### config.mk
export PLATFORM = sky130hd
export DESIGN_NAME = pipelined_carry_increment_adder
export DESIGN_NICKNAME = d
export VERILOG_FILES = /design/src/rtl/pipelined_carry_increment_adder.sv
export SDC_FILE = /design/constraint.sdc
export NUM_CORES = 1
export LEC_CHECK = 0
export ABC_AREA = 1
export CAP_MARGIN = 25
export CORE_MARGIN = 5
export CORE_UTILIZATION = 47
export DETAILED_ROUTE_END_ITERATION = 10
export GPL_ROUTABILITY_DRIVEN = 0
export HOLD_SLACK_MARGIN = 0.12
export PLACE_DENSITY = 0.78
export SLEW_MARGIN = 15
export SYNTH_ARGS = -nofsm -noshare
export SYNTH_HDL_FRONTEND = slang
export SYNTH_SLANG_ARGS = --single-unit
### constraint.sdc
create_clock -name clk -period 2.91 [get_ports clk]
set_input_delay 0.291 -clock clk [delete_from_list [all_inputs] [get_ports clk]]
set_output_delay 0.291 -clock clk [all_outputs]
set_load 0.01 [all_outputs]
### src/rtl/pipelined_carry_increment_adder.sv
// Two-stage carry-increment adder/subtractor with valid/ready flow control.
// Stage 1 forms per-block sums with carry-in 0; stage 2 ripples block carries as increments.
module pipelined_carry_increment_adder #(
    parameter int N   = 32,
    parameter int BLK = 8
) (
    input  logic         clk,
    input  logic         rst,
    input  logic         in_valid,
    output logic         in_ready,
    input  logic [N-1:0] a,
    input  logic [N-1:0] b,
    input  logic         cin,
    input  logic         sub,
    output logic         out_valid,
    input  logic         out_ready,
    output logic [N-1:0] sum,
    output logic         cout,
    output logic         overflow
);

    localparam int NB = N / BLK;

    if (N < 2 || BLK < 2 || (N % BLK) != 0) begin : g_bad_param
        $error("pipelined_carry_increment_adder: N must be >= 2 and a multiple of BLK >= 2");
    end

    logic [N-1:0]  b_eff;
    logic          cin_eff;
    logic [N-1:0]  blk_sum;
    logic [NB-1:0] blk_co;
    logic [BLK:0]  blk_t;

    logic          s1_valid;
    logic [N-1:0]  s1_sum;
    logic [NB-1:0] s1_co;
    logic          s1_amsb;
    logic          s1_bmsb;

    logic [N-1:0]  res;
    logic [BLK:0]  inc;
    logic          carry;
    logic          res_ovf;

    logic          s2_can_load;
    logic          in_fire;

    assign b_eff       = sub ? ~b : b;
    assign cin_eff     = sub | cin;
    assign s2_can_load = !out_valid || out_ready;
    assign in_ready    = !s1_valid || s2_can_load;
    assign in_fire     = in_valid && in_ready;

    // Block 0 absorbs the effective carry-in, so stage 2 starts its ripple at 0.
    always_comb begin
        blk_sum = '0;
        blk_co  = '0;
        blk_t   = '0;
        for (int j = 0; j < NB; j++) begin
            blk_t = {1'b0, a[j*BLK +: BLK]} + {1'b0, b_eff[j*BLK +: BLK]}
                  + {{BLK{1'b0}}, (j == 0) ? cin_eff : 1'b0};
            blk_sum[j*BLK +: BLK] = blk_t[BLK-1:0];
            blk_co[j]             = blk_t[BLK];
        end
    end

    // A block cannot both generate a carry and overflow on increment, so OR suffices.
    always_comb begin
        res   = '0;
        inc   = '0;
        carry = 1'b0;
        for (int j = 0; j < NB; j++) begin
            inc = {1'b0, s1_sum[j*BLK +: BLK]} + {{BLK{1'b0}}, carry};
            res[j*BLK +: BLK] = inc[BLK-1:0];
            carry = s1_co[j] | inc[BLK];
        end
    end

    assign res_ovf = (s1_amsb == s1_bmsb) && (res[N-1] != s1_amsb);

    always_ff @(posedge clk or posedge rst) begin
        if (rst) begin
            s1_valid  <= 1'b0;
            s1_sum    <= '0;
            s1_co     <= '0;
            s1_amsb   <= 1'b0;
            s1_bmsb   <= 1'b0;
            out_valid <= 1'b0;
            sum       <= '0;
            cout      <= 1'b0;
            overflow  <= 1'b0;
        end else begin
            if (s2_can_load) begin
                out_valid <= s1_valid;
            end
            if (s1_valid && s2_can_load) begin
                sum      <= res;
                cout     <= carry;
                overflow <= res_ovf;
            end
            if (in_fire) begin
                s1_valid <= 1'b1;
                s1_sum   <= blk_sum;
                s1_co    <= blk_co;
                s1_amsb  <= a[N-1];
                s1_bmsb  <= b_eff[N-1];
            end else if (s2_can_load) begin
                s1_valid <= 1'b0;
            end
        end
    end

endmodule

# Word level (Yosys, flattened, before mapping)
# Cells that the tools add are included.
# op_classes
n_mul,0
eq_ne,2
add_sub_neg,8
n_bitwise,5
order_cmp,0
shift,0
n_mux,3
n_reduce_logical,8
div_mod_pow,0
# op_table
op,count
adder 8 x 8 -> 9 bit,4
2-to-1 mux 32 bit,1
NOT 32 bit,1
adder 8 x 1 -> 9 bit,3
adder 9 x 1 -> 9 bit,1
bitwise OR 1 bit,4
logical AND 1 bit,3
zero test 1 bit,2
logical OR 1 bit,2
2-to-1 mux 1 bit,2
nonzero test 2 bit,1
equality test 1 bit,1
!= test 1 bit,1
# word_totals
memories,0
regBits,74
ramBits,0
word_cells,35
rom_bits,0
latch_bits,0

# Depth between registers and ports, before layout
# Gate-level depths: netlist (run 1).
# logic_depth
ltp_word,7
ltp_mapped,21
depth_no_buf,21

# Worst setup path after synthesis (run 1)
# Ideal clock, no wire load.
# synth_timing
path_type,reg-to-reg
start,register s1_sum[8]
end,register cout
n_path_buf,0
path_slack_ns,0.031
arrival_ns,2.801
path_stages_with_launch,21
setup_ns,0.077
required_ns,2.833
cell_sequence,dfrtp_1 > ha_1 > ha_1 > nand3_1 > nor2_1 > nand3_1 > o21bai_1 > ha_1 > ha_1 > nand3_1 > nor2_1 > nand3_1 > o21bai_1 > ha_1 > ha_1 > nand3_1 > nor2_1 > nand2_1 > nor2_1 > nand2_1 > a21oi_1
# synth_via
elab_chain_cells,6
# synth_rtl
element,line_no,text
"start, declared",35,logic [N-1:0] s1_sum;
"start signal, assigned",103,s1_sum <= blk_sum;
adder 8 x 1 -> 9 bit,73,"inc = {1'b0, s1_sum[j*BLK +: BLK]} + {{BLK{1'b0}}, carry};"
bitwise OR 1 bit,75,carry = s1_co[j] | inc[BLK];
adder 8 x 1 -> 9 bit,73,
bitwise OR 1 bit,75,
adder 8 x 1 -> 9 bit,73,
bitwise OR 1 bit,75,
"end signal, assigned",98,cout <= carry;
"end, declared",18,"output logic cout,"
# No other way between the ends.
# A chain may end at the register's enable or synchronous reset.

# Worst setup path after layout (run 1)
# Ends and elaborated chain as after synthesis.

==> results of run 1 <==
[state kept, by name, indices dropped and copies added (netlist names)]
signal / count
cout: 1
sum: 32
s1_co: 4
s1_valid: 1
s1_sum: 32
s1_amsb: 1
s1_bmsb: 1
overflow: 1
out_valid: 1
[cell type report]
type / count / area, sq um / share of cell area (%)
Multi-Input combinational cell: 499 / 2950 / 44.8
Clock inverter: 4 / 20.0 / 0.305
Clock buffer: 11 / 131 / 2.00
Timing Repair Buffer: 122 / 1200 / 18.3
Tap cell: 136 / 170 / 2.59
Sequential cell: 74 / 1850 / 28.2
Inverter: 67 / 251 / 3.83
[report_power, final]
group	internal (W)	switching (W)	leakage, nW
sequential	0.00135	0.000269	0.908
clock	0.000299	0.000354	0.0827
combinational	0.000852	0.000867	2.29
[worst register-to-register path, stage by stage, from the launching register on]
cell and delay [ns]:
dfrtp_1 0.39, ha_4 0.17, ha_4 0.15, nand3_4 0.09
nor2_4 0.11, nand3_2 0.09, o21bai_1 0.14, ha_2 0.22
ha_4 0.15, nand3_4 0.08, nor2_4 0.10, nand3_2 0.07
o21bai_1 0.14, ha_2 0.24, ha_4 0.16, nand3_4 0.08
nor2_4 0.12, nand2_2 0.08, nor2_4 0.12, nand2_2 0.06
a21oi_2 0.11
[per-layer routing]
metal	vias to the layer above	global-route usage, %	share of wire [%]
li1	2303	-	-
met1	2084	25.5	45
met2	131	30.5	48
met3	9	4.39	6.6
met4	0	4.65	0.93
met5	-	0	0
[timing repair]
| action | 4_1_cts | 5_1_grt |
|---|---|---|
| endpoints found under the setup margin | 6 | 8 |
| gates resized for setup | 23 | 20 |
| endpoints found under the hold margin | 0 | 0 |
| pin swaps | 13 | 20 |
| buffers inserted | 4 | 1 |
[path summary, 6_finish.rpt]
path | from | end | slack (ns) | cells after the start
min | rst | sum[14] | 0.39 | 2
min in group clk | overflow | overflow | 0.47 | 2
max reg2reg | s1_sum[8] | cout | -0.06 | 20
max in group asynchronous | rst | s1_co[3] | 1.86 | 3
min reg2reg | overflow | overflow | 0.47 | 2
max | s1_sum[8] | cout | -0.06 | 20
[logic make-up after synthesis]
| family | after synthesis | synth area share, % |
|---|---|---|
| and+or+nand+nor | 351 | 29.7 |
| buffers and inverters | 85 | 7.51 |
| DFF | 74 | 37.0 |
| AOI/OAI and AO/OA | 58 | 6.11 |
| xor gates and xnor gates | 48 | 8.41 |
| adders and majority gates | 42 | 11.3 |
[per-stage QoR]
step	setup TNS, ns	power (W)	area, sq um	setup slack (ns)	hold WS (ns)
after floorplan	0	0.00250	5000	0.0313	0.412
after global placement	-0.0589	0.00320	6210	-0.0351	0.451
after detailed placement	-0.794	0.00325	6210	-0.238	0.461
after CTS	-0.750	0.00395	6480	-0.193	0.402
after global routing	-1.46	0.00428	6570	-0.264	0.462
final	-0.132	0.00400	6570	-0.0600	0.391
[placed cells by master (no fill, tap or decap), types with 3 or more instances in the layout]
master,netlist,final
buf_4,6,14
xnor2_1,13,13
clkbuf_8,0,9
nor2_4,0,5
nand2_2,2,6
inv_2,2,3
dfrtp_1,74,74
nand2_1,253,248
or2_2,5,5
ha_4,0,4
nand3_4,0,3
o21ai_0,34,30
clkinv_2,0,4
inv_1,65,64
nand3_2,10,13
o21ai_1,1,4
nand3_1,38,32
ha_1,37,31
nand4_1,4,4
nand3b_1,7,7
xor2_1,35,35
nor2_1,30,24
o21bai_1,3,3
fa_1,5,5
clkdlybuf4s50_1,0,104
a21oi_1,17,16
==> summary.txt, run 1 <==
Clocking
  – # clock sinks: between 70 and 80
  – TritonCTS buffer count: 9
  – CTS clk-pin slew, worst paths: roughly 0.07 ns
  – Clk Latency, worst-skew pair: between 0.3 and 0.4 ns
  – Post-CTS Hold Buffers: 0
  – H-tree depth: 3
  – CTS root buf: clkbuf_8
  – CTS tree: built
  – Clk buf depth: 2

GRT
  – Largest net degree at the start of global routing: 44
  – GRT overflow: 0
  – Vias in the first global route: around 4400
  – Initial antenna violation count: 0
  – Total GRT Usage: a little under a fifth
  – First-pass GRT wire length: ~20 mm

Setup path
  – Worst setup SP type: flip-flop
  – Critical Path End Type: flip-flop
  – Critical path arrival: ~3.2 ns
  – Crit Path Class: flip-flop to flip-flop
  – Worst path top cell family by delay: adder cells
  – Crit path cell chain: ha_4, ha_4, nand3_4, nor2_4, nand3_2, o21bai_1, ha_2, ha_4, nand3_4, nor2_4, nand3_2, o21bai_1, ha_2, ha_4, nand3_4, nor2_4, nand2_2, nor2_4, nand2_2, a21oi_2
  – Worst path bufs/invs: 0
  – Critical Path RT: between 3 and 4 ns
  – Max FO, Critical Path: 2
  – Crit path max-delay cell type: dfrtp_1
  – Largest stage delay on the critical path: 0.39 ns

Placed design
  – Inst Count DP: approximately 890
  – HPWL Detailed: roughly 9 mm
  – PortBufs: approximately 110

STA
  – Tightest Pin Transition: around 0.74 ns
  – FMAX: about 340 MHz
  – Clock period minus worst slack: about 3.0 ns
  – Final setup fails: 4
  – Clk_skew: 0.00845 ns
  – Slew margin rel.: between 50% and 60%
  – Tcrit/Tclk final: 102%
  – Setup WS post-layout: -0.0600 ns
  – RSZ-0062 raised after global routing: yes
  – Max-slew violations: 0
  – Hold Fails Final Rpt: 0

Drt
  – Vias: 4527
  – Vias per cell: roughly 5.0
  – Starting DRT DRC Count: 226
  – Antenna Violating Nets Remaining: 0
  – Routed len/inst: 13.2 um
  – Residual DRC: 0
  – Routed WL: 12.0 mm
  – DR pass1 iterations: 5

Die
  – Core Footprint: between 10000 and 15000 sq um
  – Die H: 113 um
  – Initial Utilization: approximately half
  – Ports: about 110
  – Die width: 113 um
  – Die area: 12800 sq um
  – Row cnt: 37

Synth
  – Synth area leaders: dfrtp_1, nand2_1, ha_1
  – Syn avg cell area: between 7 and 8 sq um
  – Synth area leader: dfrtp_1
  – Syn Inst Count: about 660
  – Mapped Nets: 770
  – Most frequent cell after synthesis: nand2_1
  – Ys async rst share: between 90% and 100%
  – Post-synthesis cell area: between 4000 and 5000 sq um
  – Most frequent cells after synthesis: nand2_1, dfrtp_1, inv_1, nand3_1, ha_1
  – Yosys cell types: 25
  – Post-synth EDFFs: 0
  – Post-synth top flop: dfrtp_1
  – Seq cells post-synth: 74
  – Post-synthesis sequential area ratio: between 30% and 40%
  – Post-synth top area share: between 30% and 40%
  – Synth warn: 0

Flow run
  – Maximum Capacitance Violations: 0

Final layout
  – Area growth, synth to finish: 31.5%
  – Final Instance Count excl. Fillers: approximately 910
  – Antenna Cells: 0
  – Nets: approximately 890
  – Fin util: a little under two thirds
  – Layout cells sized above 1: under 10%
  – Fillers: approximately 900

Outcome
  – Failing checks: negative setup slack
  – Status: finished with violations

Power
  – Peak supply drop: approximately 290 uV
  – Power Dens Cells: slightly above 600 nW/um^2
  – Static Leak: 3.28 nW

Worst hold path
  – Worst min-delay path category: input port to async pin
(Power assumes the default switching activity.)
==> run 2: changes to the inputs <==
--- a/config.mk
+++ b/config.mk
@@ -7,6 +7,7 @@
 export LEC_CHECK = 0
 export ABC_AREA = 1
 export CAP_MARGIN = 25
+export CORE_ASPECT_RATIO = 0.9
 export CORE_MARGIN = 5
 export CORE_UTILIZATION = 47
 export DETAILED_ROUTE_END_ITERATION = 10
==> run 2 against run 1 <==
Effect of this change:
- the flow still finishes with violations (negative setup slack)
- clock power up 110%
- critical path type unchanged
- highest routed layer unchanged
- core utilization increased by 5.1 points
- sequential share of layout area fell by 2.0 points
- die area about the same
- first-iteration DRC count grew 84%
- hold slack improved by 0.010 ns
- critical endpoint is now overflow
==> summary.txt, run 2 (synthesis results as in run 1) <==
Final layout
  – Area of the multi-input gates: 2990 sq um
  – Nets: around 900
  – Fin util: roughly two thirds
  – Area growth, synth to finish: 41.5%
  – Antenna Cells: 0
  – Commonest non-fill, non-tap cell in the layout: nand2_1
  – Most frequent cells in the layout: nand2_1, clkdlybuf4s50_1, dfrtp_1
  – Fillers: a little over 800
  – Design Area, Final: 7080 sq um
  – Seq. cell area: 1850 sq um
  – Layout cells sized above 1: between 10% and 20%
  – Top Registers: s1_sum (32), sum (32), s1_co (4)

Setup path
  – RR Endpoint: overflow
  – Worst setup SP type: flip-flop
  – Crit Path Class: flip-flop to flip-flop
  – Critical Path RT: approximately 3.2 ns
  – Critical path arrival: between 3 and 4 ns
  – Reg2reg setup slack: -0.13 ns
  – Largest stage delay on the critical path: 0.39 ns
  – Critical Path End Type: flip-flop
  – Worst path top cell family by delay: simple AND/OR/NAND/NOR gates
  – Max FO, Critical Path: 3
  – Crit path cell chain: ha_4, ha_4, nand3_4, nor2_4, nand3_4, o21bai_4, ha_4, ha_4, nand3_4, nor2_4, nand3_4, o21bai_4, ha_4, buf_6, nand2_4, nor2_4, nand2_1, nand2_1, nand2_1, nand2_1, nand3_1, nand2_1
  – Crit path max-delay cell type: dfrtp_1
  – R2R Path Start: s1_sum[8]
  – Worst path bufs/invs: 1
  – R2R depth: 22
  – Crit path from: s1_sum[8]

GRT
  – Largest net degree at the start of global routing: 44
  – Initial antenna violation count: 0
  – First-pass GRT wire length: 21.9 mm
  – GRT overflow: 0
  – Vias in the first global route: 4806
  – Total GRT Usage: about a fifth

Power
  – Clock Power Share: about 29%
  – Power Dens Cells: ~680 nW/um^2
  – NetSw: around 0.0016 W
  – Seq pwr share: roughly 34%
  – Comb power frac: a little under two fifths
  – Total power: 0.00483 W
  – Switching Fraction: 33.8%
  – Static Leak: between 3 and 4 nW
  – Peak supply drop: ~350 uV
  – Internal power: approximately 0.0032 W

Clocking
  – H-tree depth: 3
  – Post-CTS Hold Buffers: 0
  – Clk Latency, worst-skew pair: 0.33 ns
  – TritonCTS buffer count: 9
  – CTS clk-pin slew, worst paths: approximately 0.06 ns
  – # clock sinks: 74
  – CTS tree: built
  – Clk buf depth: 2
  – CTS root buf: clkbuf_16

STA
  – Tcrit/Tclk final: 104%
  – Slew margin rel.: 52.3%
  – Final setup fails: 9
  – Tightest Pin Transition: about 0.7 ns
  – Clock period minus worst slack: 3.04 ns
  – Clk_skew: between 0.007 and 0.008 ns
  – FMAX: around 330 MHz
  – Max-slew violations: 0
  – RSZ-0062 raised after global routing: yes
  – Hold Fails Final Rpt: 0
  – Setup WS post-layout: -0.128 ns

Die
  – Die area: 12800 sq um
  – Row cnt: 35
  – Die H: roughly 110 um
  – Core Footprint: roughly 10000 sq um
  – Ports: approximately 110
  – Initial Utilization: about half
  – Die width: around 120 um

Drt
  – Routed len/inst: ~14 um
  – Routed WL: around 13 mm
  – Starting DRT DRC Count: ~420
  – Vias per cell: between 5 and 6
  – Antenna Violating Nets Remaining: 0
  – DR pass1 iterations: 5
  – Vias: 4793
  – Residual DRC: 0

Outcome
  – Status: finished with violations
  – Failing checks: negative setup slack

Flow run
  – Maximum Capacitance Violations: 0

Placed design
  – Cell Area, Placed: ~6200 sq um
  – PortBufs: 105
  – HPWL Detailed: 9.00 mm

Worst hold path
  – Worst min-delay path category: input port to async pin
[run 2: cell types whose count changed in the layout (fill, tap and decap cells not counted), moves of 3 or more]
cell / change
buf_4: +26
buf_6: +5
bufinv_16: +4
clkbuf_16: +9
clkbuf_8: -8
clkinv_2: -3
[run 2: cell type report]
type                            count  share of cell area, %
Clock buffer                       11                   3.43
Clock inverter                      5                   1.77
Sequential cell                    74                   26.2
Timing Repair Buffer              153                   20.5
Multi-Input combinational cell    499                   42.3
Inverter                           67                   3.55
Tap cell                          129                   2.28
[run 2: per-layer routing]
metal  vias to the layer above  wire (um)  global-route usage [%]
met4                         0        400                    8.93
met3                        39        680                    3.63
li1                       2369          -                       -
met2                       154       6640                    36.7
met1                      2231       5750                    25.4
met5                         -          0                       0
[run 2: stage by stage]
step | std cells | TNS (ns) | hold WS, ns | worst slack (ns)
floorplan | 658 | 0 | 0.412 | 0.0313
global placement | 890 | -0.600 | 0.452 | -0.184
detailed placement | 890 | -2.14 | 0.463 | -0.407
CTS | 938 | -1.55 | 0.421 | -0.251
global route | 938 | -2.16 | 0.485 | -0.318
finish | 938 | -0.592 | 0.401 | -0.128
[run 2: worst max path at each step]
stage                to  cells past startpoint
4_1_cts            cout                     20
2_1_floorplan      cout                     20
6_report       overflow                     22
3_3_place_gp       cout                     20
3_5_place_dp       cout                     20
5_1_grt        overflow                     22
[run 2: worst register-to-register path, stage by stage, from the launching register on]
cell      delay, ns
dfrtp_1        0.39
ha_4           0.17
ha_4           0.16
nand3_4        0.10
nor2_4         0.13
nand3_4        0.10
o21bai_4       0.16
ha_4           0.18
ha_4           0.16
nand3_4        0.11
nor2_4         0.15
nand3_4        0.09
o21bai_4       0.16
ha_4           0.17
buf_6          0.10
nand2_4        0.05
nor2_4         0.14
nand2_1        0.07
nand2_1        0.09
nand2_1        0.07
nand2_1        0.07
nand3_1        0.06
nand2_1        0.09
[run 2: power groups by stage]
stage | Combinational, W | Sequential [W] | Clock (W)
6_report | 0.00180 | 0.00165 | 0.00138
5_1_grt | 0.00200 | 0.00169 | 0.00144
4_1_cts | 0.00174 | 0.00161 | 0.00138
3_5_place_dp | 0.00166 | 0.00161 | 0
3_3_place_gp | 0.00161 | 0.00160 | 0
2_1_floorplan | 0.000854 | 0.00165 | 0
[run 2: what timing repair did]
action	in CTS	in global routing
resized for setup	29	26
setup buffers	32	9
pin swaps	12	17
endpoints found under the setup margin	9	11
hold endpoints to repair	0	0
gates cloned	0	0
==> run 3: changes to the inputs <==
==> constraint.sdc (replaced) <==
create_clock -name clk -period 2.7 [get_ports clk]
set_input_delay 0.27 -clock clk [delete_from_list [all_inputs] [get_ports clk]]
set_output_delay 0.27 -clock clk [all_outputs]
set_load 0.01 [all_outputs]
==> run 3 against run 2 <==
Effect of this change:
- the flow still finishes with violations (negative setup slack)
- critical path type unchanged
- clock skew is 0.0015 ns lower
- first-iteration DRC count decreased by 36%
- non-clock buffer count decreased by 1
- combinational power up 8%
- register-to-register slack got worse by 0.10 ns
- sequential cell count unchanged
- largest cell class unchanged
==> summary.txt, run 3 (synthesis results as in run 1) <==
Setup path
  – Crit path from: s1_sum[8]
  – Critical Path End Type: flip-flop
  – Critical Path End: overflow
  – Critical path arrival: 3.20 ns
  – Critical Path RT: 2.97 ns
  – Reg2reg setup slack: -0.23 ns
  – Worst setup SP type: flip-flop
  – RR Endpoint: overflow
  – R2R Path Start: s1_sum[8]
  – Crit Path Class: flip-flop to flip-flop
  – R2R depth: 22
  – Max FO, Critical Path: 3

Final layout
  – Fin util: between 60% and 70%
  – Most frequent cells in the layout: nand2_1, clkdlybuf4s50_1, dfrtp_1
  – Top Registers: s1_sum (32), sum (32), s1_co (4)
  – Antenna Cells: 0
  – Commonest non-fill, non-tap cell in the layout: nand2_1
  – Layout cells sized above 1: 13.2%
  – Final Instance Count excl. Fillers: 937
  – Nets: 915
  – Area growth, synth to finish: 41.5%

Worst hold path
  – Worst min-delay path category: input port to async pin

Power
  – Clock Power Share: between 20 and 30%
  – Total power: about 0.0052 W
  – Power Dens Cells: around 730 nW/um^2
  – Internal power: between 0.003 and 0.004 W
  – Seq pwr share: ~34%
  – NetSw: about 0.0017 W
  – Static Leak: approximately 3.5 nW
  – Switching Fraction: roughly a third
  – Peak supply drop: 337 uV
  – Comb power frac: 37.8%

Clocking
  – TritonCTS buffer count: 9
  – CTS root buf: clkbuf_16
  – CTS clk-pin slew, worst paths: around 0.060 ns
  – CTS tree: built
  – Clk buf depth: 2
  – Clk Latency, worst-skew pair: ~0.33 ns
  – # clock sinks: 74
  – H-tree depth: 3

Die
  – Ports: approximately 110
  – Die area: 12800 sq um
  – Core Footprint: a little over 10000 sq um
  – Row cnt: 35
  – Die width: ~120 um
  – Die H: 108 um
  – Initial Utilization: around 48%

GRT
  – GRT overflow: 0
  – Initial antenna violation count: 0
  – Total GRT Usage: 20.6%
  – Vias in the first global route: approximately 4800
  – First-pass GRT wire length: 21.8 mm
  – Largest net degree at the start of global routing: slightly below 50

Placed design
  – HPWL Detailed: a little under 9 mm
  – PortBufs: 105
  – Inst Count DP: just under 900

Drt
  – Vias per cell: 5.02
  – DR pass1 iterations: 5
  – Residual DRC: 0
  – Routed WL: between 10 and 15 mm
  – Vias: around 4700
  – Routed len/inst: approximately 14 um
  – Starting DRT DRC Count: between 200 and 300
  – Antenna Violating Nets Remaining: 0

STA
  – Slew margin rel.: 52.4%
  – Tcrit/Tclk final: 109%
  – Final setup fails: 8
  – Hold Fails Final Rpt: 0
  – Hold Slack: approximately 0.32 ns
  – Max-slew violations: 0
  – Tightest Pin Transition: roughly 0.71 ns
  – Clk_skew: approximately 0.0065 ns
  – Setup TNS: -1.18 ns
  – Setup WS post-layout: -0.232 ns
  – RSZ-0062 raised after global routing: yes
  – FMAX: 341 MHz
  – Clock period minus worst slack: 2.93 ns

Outcome
  – Failing checks: negative setup slack
  – Status: finished with violations

Flow run
  – Maximum Capacitance Violations: 0
run 3: changes by cell type in the layout (fill, tap and decap cells not counted), sizes merged:
cell	delta
buf	-1
run 3: cell type report:
class                      count  area [sq um]
multi-input combinational    499          2990
inverter                      67           251
sequential                    74          1850
clock buffer                  11           243
timing repair buffer         152          1460
fill                         819          3260
clock inverter                 5           125
tap                          129           161
run 3: what timing repair did:
action,in CTS,in global routing
buffers inserted,24,10
hold buffers,0,0
pin swaps,14,18
setup endpoints to repair,9,11
gates resized for setup,28,17
run 3: layer usage:
layer  global-route usage [%]  vias up  share of wire, %  wire (um)
li1                         -     2355                 -          -
met1                     25.5     2204                43       5550
met2                     36.1      125                50       6540
met3                     3.89       24               4.8        620
met4                     7.36        0               2.1        269
met5                        0        -                 0          0
run 3: through the flow:
step                      setup slack (ns)  area, sq um
final                               -0.232         7080
after global routing                -0.370         7080
after CTS                           -0.340         6930
after detailed placement            -0.532         6270
after global placement              -0.361         6270
after floorplan                    -0.0585         5060
run 3: critical path: stages (launching register included):
cell and delay [ns]:
dfrtp_1 0.40, ha_4 0.17, ha_4 0.14, nand3_4 0.08, nor2_4 0.12, nand3_4 0.09, o21bai_4 0.17, ha_4 0.17
ha_4 0.14, nand3_4 0.08, nor2_4 0.13, nand3_4 0.09, o21bai_4 0.17, ha_4 0.17, buf_6 0.10, nand2_4 0.05
nor2_4 0.14, nand2_1 0.08, nand2_1 0.11, nand2_1 0.07, nand2_1 0.07, nand3_1 0.06, nand2_1 0.09
run 3: worst min-delay path by stage:
| stage | cells after the start | from | slack, ns | endpoint |
|---|---|---|---|---|
| after floorplan | 2 | a[31] | 0.39 | s1_amsb |
| after global placement | 2 | s1_sum[6] | 0.45 | sum[6] |
| after detailed placement | 2 | s1_sum[7] | 0.46 | sum[7] |
| after CTS | 2 | rst | 0.34 | sum[14] |
| after global routing | 2 | rst | 0.41 | sum[14] |
| final | 2 | rst | 0.32 | sum[14] |
run 3: power by group through the flow:
stage / Combinational, W / Clock (W) / Sequential (W)
finish: 0.00195 / 0.00147 / 0.00175
global route: 0.00218 / 0.00153 / 0.00179
CTS: 0.00189 / 0.00148 / 0.00172
detailed placement: 0.00182 / 0 / 0.00172
global placement: 0.00178 / 0 / 0.00171
floorplan: 0.000935 / 0 / 0.00178
